**config.mk**
```make
export PLATFORM = sky130hd
export DESIGN_NAME = lc3_mem_access
export DESIGN_NICKNAME = d
export VERILOG_FILES = /design/src/rtl/lc3_mem_access.sv
export SDC_FILE = /design/constraint.sdc
export NUM_CORES = 1
export LEC_CHECK = 0
export CORE_ASPECT_RATIO = 1.4
export CORE_UTILIZATION = 45
export DETAILED_ROUTE_END_ITERATION = 10
export GPL_TIMING_DRIVEN = 0
export PLACE_DENSITY = 0.79
export REMOVE_ABC_BUFFERS = 1
export SYNTH_ARGS = -nofsm -noshare
export SYNTH_HDL_FRONTEND = slang
export SYNTH_SLANG_ARGS = --single-unit
```
**constraint.sdc**
```tcl
create_clock -name clk -period 2.6 [get_ports clk]
set_clock_uncertainty 0.05 [all_clocks]
set_input_delay 0.52 -clock clk [delete_from_list [all_inputs] [get_ports clk]]
set_output_delay 0.52 -clock clk [all_outputs]
set_load 0.03 [all_outputs]
```
**src/rtl/lc3_mem_access.sv**
```systemverilog
// lc3_mem_access: data-memory access unit for the LC3 multicycle core.
// Services READ_MEM / READ_MEM_INDIR / WRITE_MEM requests from the controller
// against a req/ack data memory, holds the LDI/STI pointer between steps and
// pulses complete_data once per finished access.
// Optional feature: define LC3_MEMACC_TIMEOUT_EN to abort accesses whose ack
// does not arrive within TIMEOUT_CYCLES, flagging a sticky mem_err.
module lc3_mem_access #(
    parameter int unsigned TIMEOUT_CYCLES = 255
) (
    input  logic        clk,
    input  logic        rst,
    input  logic [2:0]  mem_state,
    input  logic [15:0] M_Addr,
    input  logic [15:0] M_Data,
    output logic        dmem_req,
    output logic        dmem_we,
    output logic [15:0] dmem_addr,
    output logic [15:0] dmem_wdata,
    input  logic [15:0] dmem_rdata,
    input  logic        dmem_ack,
    output logic        complete_data,
    output logic [15:0] memout,
    output logic        mem_err
);

    localparam logic [1:0] S_IDLE   = 2'd0;
    localparam logic [1:0] S_ACCESS = 2'd1;
    localparam logic [1:0] S_DONE   = 2'd2;

    localparam logic [1:0] OP_READ  = 2'd0;
    localparam logic [1:0] OP_INDIR = 2'd1;
    localparam logic [1:0] OP_WRITE = 2'd2;
    localparam logic [1:0] OP_NONE  = 2'd3;

    logic [1:0]  state;
    logic [1:0]  state_nxt;
    logic [15:0] ptr;
    logic        ptr_valid;
    logic [1:0]  last_op;
    logic        req_code_c;
    logic        start_c;
    logic        timeout_c;

    // A code is a request only in 0..2; it starts only if it differs from the last one serviced
    assign req_code_c = (mem_state < 3'd3);
    assign start_c    = (state == S_IDLE) && req_code_c && (mem_state[1:0] != last_op);

`ifdef LC3_MEMACC_TIMEOUT_EN
    logic [15:0] cnt;

    // Abort when this ack-less cycle brings the wait count up to the limit
    assign timeout_c = (state == S_ACCESS) && !dmem_ack &&
                       ((cnt + 16'd1) == 16'(TIMEOUT_CYCLES));

    // Ack wait counter, cleared on entry to ACCESS
    always_ff @(posedge clk or posedge rst) begin
        if (rst) begin
            cnt <= 16'h0000;
        end else if (start_c) begin
            cnt <= 16'h0000;
        end else if (state == S_ACCESS && !dmem_ack) begin
            cnt <= cnt + 16'd1;
        end
    end
`else
    assign timeout_c = 1'b0;
`endif

    // State register
    always_ff @(posedge clk or posedge rst) begin
        if (rst) begin
            state <= S_IDLE;
        end else begin
            state <= state_nxt;
        end
    end

    // Next-state logic
    always_comb begin
        state_nxt = state;
        case (state)
            S_IDLE:   if (start_c) state_nxt = S_ACCESS;
            S_ACCESS: if (dmem_ack || timeout_c) state_nxt = S_DONE;
            S_DONE:   state_nxt = S_IDLE;
            default:  state_nxt = S_IDLE;
        endcase
    end

    // Registered memory interface, pointer, result and status
    always_ff @(posedge clk or posedge rst) begin
        if (rst) begin
            dmem_req      <= 1'b0;
            dmem_we       <= 1'b0;
            dmem_addr     <= 16'h0000;
            dmem_wdata    <= 16'h0000;
            complete_data <= 1'b0;
            memout        <= 16'h0000;
            mem_err       <= 1'b0;
            ptr           <= 16'h0000;
            ptr_valid     <= 1'b0;
            last_op       <= OP_NONE;
        end else begin
            complete_data <= (state == S_ACCESS) && (dmem_ack || timeout_c);
            case (state)
                S_IDLE: begin
                    if (!req_code_c) begin
                        last_op <= OP_NONE;
                    end else if (start_c) begin
                        last_op  <= mem_state[1:0];
                        dmem_req <= 1'b1;
                        dmem_we  <= (mem_state[1:0] == OP_WRITE);
                        // Pointer fetch always uses M_Addr; the following step uses the pointer
                        if (mem_state[1:0] != OP_INDIR && ptr_valid) begin
                            dmem_addr <= ptr;
                        end else begin
                            dmem_addr <= M_Addr;
                        end
                        if (mem_state[1:0] == OP_WRITE) begin
                            dmem_wdata <= M_Data;
                        end
                    end
                end
                S_ACCESS: begin
                    if (dmem_ack) begin
                        dmem_req <= 1'b0;
                        case (last_op)
                            OP_INDIR: begin
                                ptr       <= dmem_rdata;
                                ptr_valid <= 1'b1;
                            end
                            OP_READ: begin
                                memout    <= dmem_rdata;
                                ptr_valid <= 1'b0;
                            end
                            default: ptr_valid <= 1'b0;
                        endcase
                    end else if (timeout_c) begin
                        dmem_req  <= 1'b0;
                        mem_err   <= 1'b1;
                        memout    <= 16'h0000;
                        ptr_valid <= 1'b0;
                    end
                end
                default: ;
            endcase
        end
    end

endmodule

```
==> flow_summary.yaml, run 1 <==
run_status:
  outcome: "finished with violations"
  failed_checks: "DRC"
sta:
  setup_slack_ns: 0.177
  setup_viol: 0
  max_freq_ghz: 0.413
  drv_slew: 0
  period_minus_slack_ns: 2.42
  period_share_pct: 93.2
  slew_headroom_pct: 35.9
  worstMarginPinSlew_ns: 0.962
  finalHoldViolCount: 0
  rsz0062_at_grt: "no"
  whs_ns: 0.439
layout:
  final_util_pct: 68.5
  syn_to_final_growth_pct: 43.8
  drive_above_1_share_pct: 29.4
  fin_area_mm2: 0.00434
  final_cell_mix: "104 x clkdlybuf4s50_1, 70 x dfrtp_1, 61 x mux2_2"
  diodes: 0
  final-instance-count-excl-fill: 378
  layout_commonest_cell: "clkdlybuf4s50_1"
  nets: 355
yosys:
  ys_seq_area_share_pct: 59.8
  netlist.area_leader.share_pct: 58.0
  synth_area_mm2: 0.00302
  synth_edf_count: 0
  synth_area_leader_cell: "dfrtp_1"
  ys_types: 29
  synth-seq-cells: 72
  yosysWarnings: 0
  synth_area_per_cell_um2: 15.6
  synth_area_leaders: "dfrtp_1 58%, mux2_2 23%, mux2_1 6.3%, dfstp_2 1.7%, buf_6 1.1%"
  yosys_most_used_dff: "dfrtp_1"
  syn_inst: 194
  async_flop_share_pct: 100
grt:
  grt_max_degree: 73
  grt_pass1_vias: 2126
  antenna_found_initial: 0
  grt_overflow: 0
  grt_pass1_wl_um: 10200
  track_usage_pct: 19.2
flow_run:
  maxCapViolations: 0
setup_path:
  path_max_fanout: 16
  r2r_start: "last_op[1]$_DFFE_PP1P_"
  start_kind: "primary input"
  reg2reg_setup_slack_ns: 0.55
  crit_required_ns: 2.76
  worst_r2r_endpoint: "dmem_wdata[0]$_DFFE_PP0P_"
  r2r_cells: 3
  worst_setup_path_end_kind: "flop"
  cp.arrival_ns: 2.58
  critical_path_class: "in -> reg"
place:
  port_buffers: 104
  placed_cell_area_mm2: 0.00409
  dp_hpwl_um: 4160
  dp_cells: 362
  post-place-ws_ns: -0.204
  place.gp.congestion: 0.829
floorplanning:
  io_pins: 106
  dieArea_mm2: 0.00705
  start_util_pct: 47.6
  core_mm2: 0.00634
  core.rowCount: 34
  die_y_um: 98.9
  dieWidth_um: 71.2
pwr:
  p_leak_nw: 1.90
  max-vdd-ir-drop_mv: 0.802
  p_per_area_mw_per_mm2: 1300
drt:
  num_vias: 1923
  ant_nets: 0
  drc: 6
  drt_iter0_drc: 99
  wl_um: 6040
  via_per_inst: 5.09
  drt_pass1_iterations: 7
  wl_per_cell_um: 16.0
worst_hold_path:
  whs_path_depth: 1
  hold_class: "reg -> reg"
  worstHoldEndpoint: "memout[4]$_DFFE_PP0P_"
  hp-start: "memout[4]$_DFFE_PP0P_"
clock_tree:
  clock_latency_ns: 0.33
  cts_tree: "yes"
  cts_hold_buf: 0
  cts_root_buffer: "clkbuf_8"
  clk_pin_slew_worst_paths_ns: 0.07
  cts-resized-gates: 0
  htreeDepth: 3
  cts_buffers: 9
  clk_path_buf_depth: 2
  cts.sinks: 72
  postCtsSetupRepairBufs: 0
==> routing by layer <==
metal  global-route usage, %  wire [um]
met1                    21.2       2340
met3                    6.95        476
met5                       0          0
met2                    32.8       3140
met4                    8.31         82
==> worst max path at each step <==
stage | slack [ns] | endpoint | startpoint
final | 0.18 | dmem_addr[7]$_DFFE_PP0P_ | mem_state[0]
after CTS | 0.15 | dmem_addr[7]$_DFFE_PP0P_ | mem_state[0]
after global placement | -1.01 | state[0]$_DFFE_PP0P_ | rst
after detailed placement | -0.20 | dmem_addr[7]$_DFFE_PP0P_ | mem_state[0]
after floorplan | 0.21 | complete_data$_DFF_PP0_ | rst
after global routing | 0.03 | dmem_addr[7]$_DFFE_PP0P_ | mem_state[0]
==> worst max-delay path: stages <==
cell             delay (ns)
clkdlybuf4s50_1        0.56
inv_1                  0.07
o21ai_2                0.74
mux2_1                 0.38
mux2_1                 0.30
==> sequential cells by signal, summed over array words and instances, names as in the netlist <==
name,cells
complete_data,1
memout,16
ptr_valid,1
dmem_we,1
dmem_addr,16
last_op,2
state,2
dmem_wdata,16
ptr,16
dmem_req,1
==> logic make-up after synthesis <==
family                 count (synthesis)  synth area share [%]
and+or+nand+nor                       14                  3.32
AOI/OAI and AO/OA                     12                  3.65
other                                  1                 0.124
muxes                                 80                  30.1
buffers and inverters                 15                  3.07
DFF                                   72                  59.8
==> where the power goes <==
| part | switching [mW] | internal (mW) | total [mW] |
|---|---|---|---|
| logic | 1.33 | 1.26 | 2.59 |
| registers | 0.283 | 1.67 | 1.95 |
| clock network | 0.405 | 0.688 | 1.09 |
==> cell usage after synthesis, types with 2 or more instances <==
| cell type | n |
|---|---|
| mux2_1 | 17 |
| nand2_1 | 5 |
| dfstp_2 | 2 |
| dfrtp_1 | 70 |
| a21o_1 | 2 |
| mux2_4 | 2 |
| mux2_2 | 61 |
| nor2_1 | 2 |
| buf_2 | 2 |
| inv_1 | 7 |
| o21a_1 | 2 |
| buf_6 | 3 |
| buf_4 | 3 |
==> metrics by stage <==
stage / setup TNS, ns / power (mW)
3_5_place_dp: -2.88 / 4.58
2_1_floorplan: 0 / 3.51
4_1_cts: 0 / 5.69
6_report: 0 / 5.63
3_3_place_gp: -73.83 / 4.52
5_1_grt: 0 / 5.92
==> cell type report <==
class                      count  area [um2]
inverter                       7        28.8
sequential                    72        1800
tap                           72        90.1
multi-input combinational    107        1120
clock inverter                 5         103
fill                         459        2000
timing repair buffer         104        1040
clock buffer                  11         151
Power figures use the tool's default switching activity.
==> run 2, diff against run 1 <==
- ABC_AREA: unset -> 1
- CORE_UTILIZATION: 45 -> 40
- CTS_CLUSTER_SIZE: unset -> 8
- PLACE_DENSITY: 0.79 -> 0.71
==> run 2 against run 1 <==
Compared with the run above:
- critical path type unchanged
- global-route usage increased by 0.97 points
- register-to-register slack improved by 0.07 ns
- cell area rose by 1.6%
- flip-flop and latch count stayed put
- the flow now finishes without violations
==> flow_summary.yaml, run 2 <==
yosys:
  async_flop_share_pct: 100
  synth.most_common_cell: "nand2_1"
  netlist.area_leader.share_pct: 55.9
  synth_area_per_cell_um2: 8.61
  synth_area_mm2: 0.00313
  yosys_most_used_dff: "dfrtp_1"
  synth_edf_count: 0
  synth_top_cells_by_count: "132 x nand2_1, 70 x dfrtp_1, 40 x inv_1"
  synth_area_leader_cell: "dfrtp_1"
  yosysWarnings: 0
  synth-seq-cells: 72
  ys_types: 24
  ys_seq_area_share_pct: 57.6
  syn_inst: 364
  synth_area_leaders: "dfrtp_1 56%, nand2_1 16%, o21ai_0 5.3%, inv_1 4.8%, nand4_1 3.2%"
floorplanning:
  core_mm2: 0.00745
  dieArea_mm2: 0.00820
  core.rowCount: 37
  dieWidth_um: 76.8
  start_util_pct: 42.0
  die_y_um: 107
  io_pins: 106
setup_path:
  worst_setup_path_end_kind: "flop"
  slowest_delay_ns: 0.74
  critical_path_class: "in -> reg"
  startpoint: "mem_state[1]"
  cpMaxStageDelayCell: "dlygate4sd2_1"
  start_kind: "primary input"
  path_max_fanout: 34
  endpoint: "dmem_wdata[14]$_DFFE_PP0P_"
  cp.arrival_ns: 2.38
  crit_required_ns: 2.78
  reg2reg_setup_slack_ns: 0.62
  r2r_cells: 4
  r2r_start: "state[1]$_DFFE_PP0P_"
  worst_r2r_endpoint: "ptr[7]$_DFFE_PP0P_"
  worstPathCellList: "dlygate4sd2_1 -> inv_1 -> nand2_1 -> nand2_2 -> nand2_4 -> nand3_4 -> nand2_1 -> nand2_1"
  cpMostUsedCell: "nand2_1"
layout:
  nets: 514
  final_cell_mix: "131 x nand2_1, 103 x clkdlybuf4s50_1, 70 x dfrtp_1"
  syn_to_final_growth_pct: 40.8
  final-instance-count-excl-fill: 562
  drive_above_1_share_pct: 6.24
  diodes: 0
  n_fill_cell: 672
  final_util_pct: 59.2
  layout_commonest_cell: "nand2_1"
clock_tree:
  cts_root_buffer: "clkbuf_8"
  cts.sinks: 72
  clk_pin_slew_worst_paths_ns: 0.07
  clock_latency_ns: 0.35
  cts_tree: "yes"
  clk_path_buf_depth: 2
  cts_buffers: 9
  htreeDepth: 3
grt:
  antenna_found_initial: 0
  grt_pass1_wl_um: 12600
  track_usage_pct: 20.2
  grt_max_degree: 45
  grt_overflow: 0
  grt_pass1_vias: 2684
place:
  place.gp.congestion: 0.743
  dp_cells: 546
  dp_hpwl_um: 4910
  port_buffers: 104
drt:
  drc: 0
  wl_um: 7600
  num_vias: 2629
  ant_nets: 0
  via_per_inst: 4.68
  drt_iter0_drc: 75
  drt_pass1_iterations: 4
  wl_per_cell_um: 13.5
run_status:
  outcome: "finished clean"
sta:
  slew_headroom_pct: 26.5
  period_minus_slack_ns: 2.20
  whs_ns: 0.421
  worstMarginPinSlew_ns: 1.10
  rsz0062_at_grt: "no"
  drv_slew: 0
  setup_viol: 0
  max_freq_ghz: 0.455
  finalHoldViolCount: 0
  period_share_pct: 84.5
worst_hold_path:
  hold_class: "reg -> reg"
  whs_path_depth: 2
pwr:
  max-vdd-ir-drop_mv: 0.541
  p_total_mw: 5.43
  p_leak_nw: 2.17
  p_per_area_mw_per_mm2: 1230
flow_run:
  maxCapViolations: 0
run 2: cell count changes in the layout (fill, tap and decap cells not counted), sizes merged, moves of 3 or more:
cell,change
inv,+35
mux2,-80
nand2,+129
nand3,+18
nand4,+15
nor2,+3
o21ai,+47
run 2: timing repair:
item	4_1_cts	5_1_grt
resized for setup	1	1
buffers inserted	0	0
pin swaps	0	0
setup endpoints to repair	10	11
hold buffers	0	0
run 2: critical path, delay by kind of cell:
family,cells,cell delay [ns]
buf+inv,2,0.87
simple gates,6,0.98
run 2: kinds of logic (layout without fill, tap and decap cells):
group,Yosys count,after routing,share of synthesized area [%]
buffers and inverters,62,163,8.67
and+or+nand+nor,178,178,25.4
AOI/OAI and AO/OA,51,51,8.23
other,1,1,0.120
DFF,72,72,57.6
run 2: worst min-delay path by stage:
| stage | from | endpoint |
|---|---|---|
| 6_report | dmem_wdata[8]$_DFFE_PP0P_ | dmem_wdata[8]$_DFFE_PP0P_ |
| 5_1_grt | last_op[1]$_DFFE_PP1P_ | last_op[1]$_DFFE_PP1P_ |
| 4_1_cts | dmem_wdata[1]$_DFFE_PP0P_ | dmem_wdata[1]$_DFFE_PP0P_ |
| 3_5_place_dp | dmem_wdata[1]$_DFFE_PP0P_ | dmem_wdata[1]$_DFFE_PP0P_ |
| 3_3_place_gp | dmem_wdata[1]$_DFFE_PP0P_ | dmem_wdata[1]$_DFFE_PP0P_ |
| 2_1_floorplan | last_op[1]$_DFFE_PP1P_ | last_op[1]$_DFFE_PP1P_ |
run 2: metal layers:
metal | vias to the layer above | part of all wire (%) | global-route usage [%]
met2 | 77 | 51 | 34.9
met3 | 12 | 5.3 | 4.77
met1 | 1200 | 42 | 23.2
met5 | - | 0 | 0
li1 | 1340 | - | -
met4 | 0 | 2.5 | 10.0
run 2: metrics by stage:
stage / area, um2 / worst slack [ns] / TNS [ns]
floorplan: 3020 / 0.208 / 0
global placement: 4180 / -1.07 / -87.48
detailed placement: 4210 / -0.438 / -11.74
CTS: 4410 / 0.154 / 0
global route: 4410 / 0.217 / 0
finish: 4410 / 0.403 / 0
run 2: power by group:
group	internal, mW	switching, mW	total (mW)
sequential	1.66	0.244	1.90
combinational	1.00	1.64	2.64
clock	0.493	0.394	0.887
run 2: layout make-up:
type / instances / area [um2] / share of cell area (%)
Sequential cell: 72 / 1800 / 40.9
Inverter: 42 / 160 / 3.63
Timing Repair Buffer: 105 / 1070 / 24.2
Multi-Input combinational cell: 230 / 1060 / 24.0
Clock buffer: 13 / 159 / 3.60
Tap cell: 97 / 121 / 2.75
Clock inverter: 3 / 40.0 / 0.908
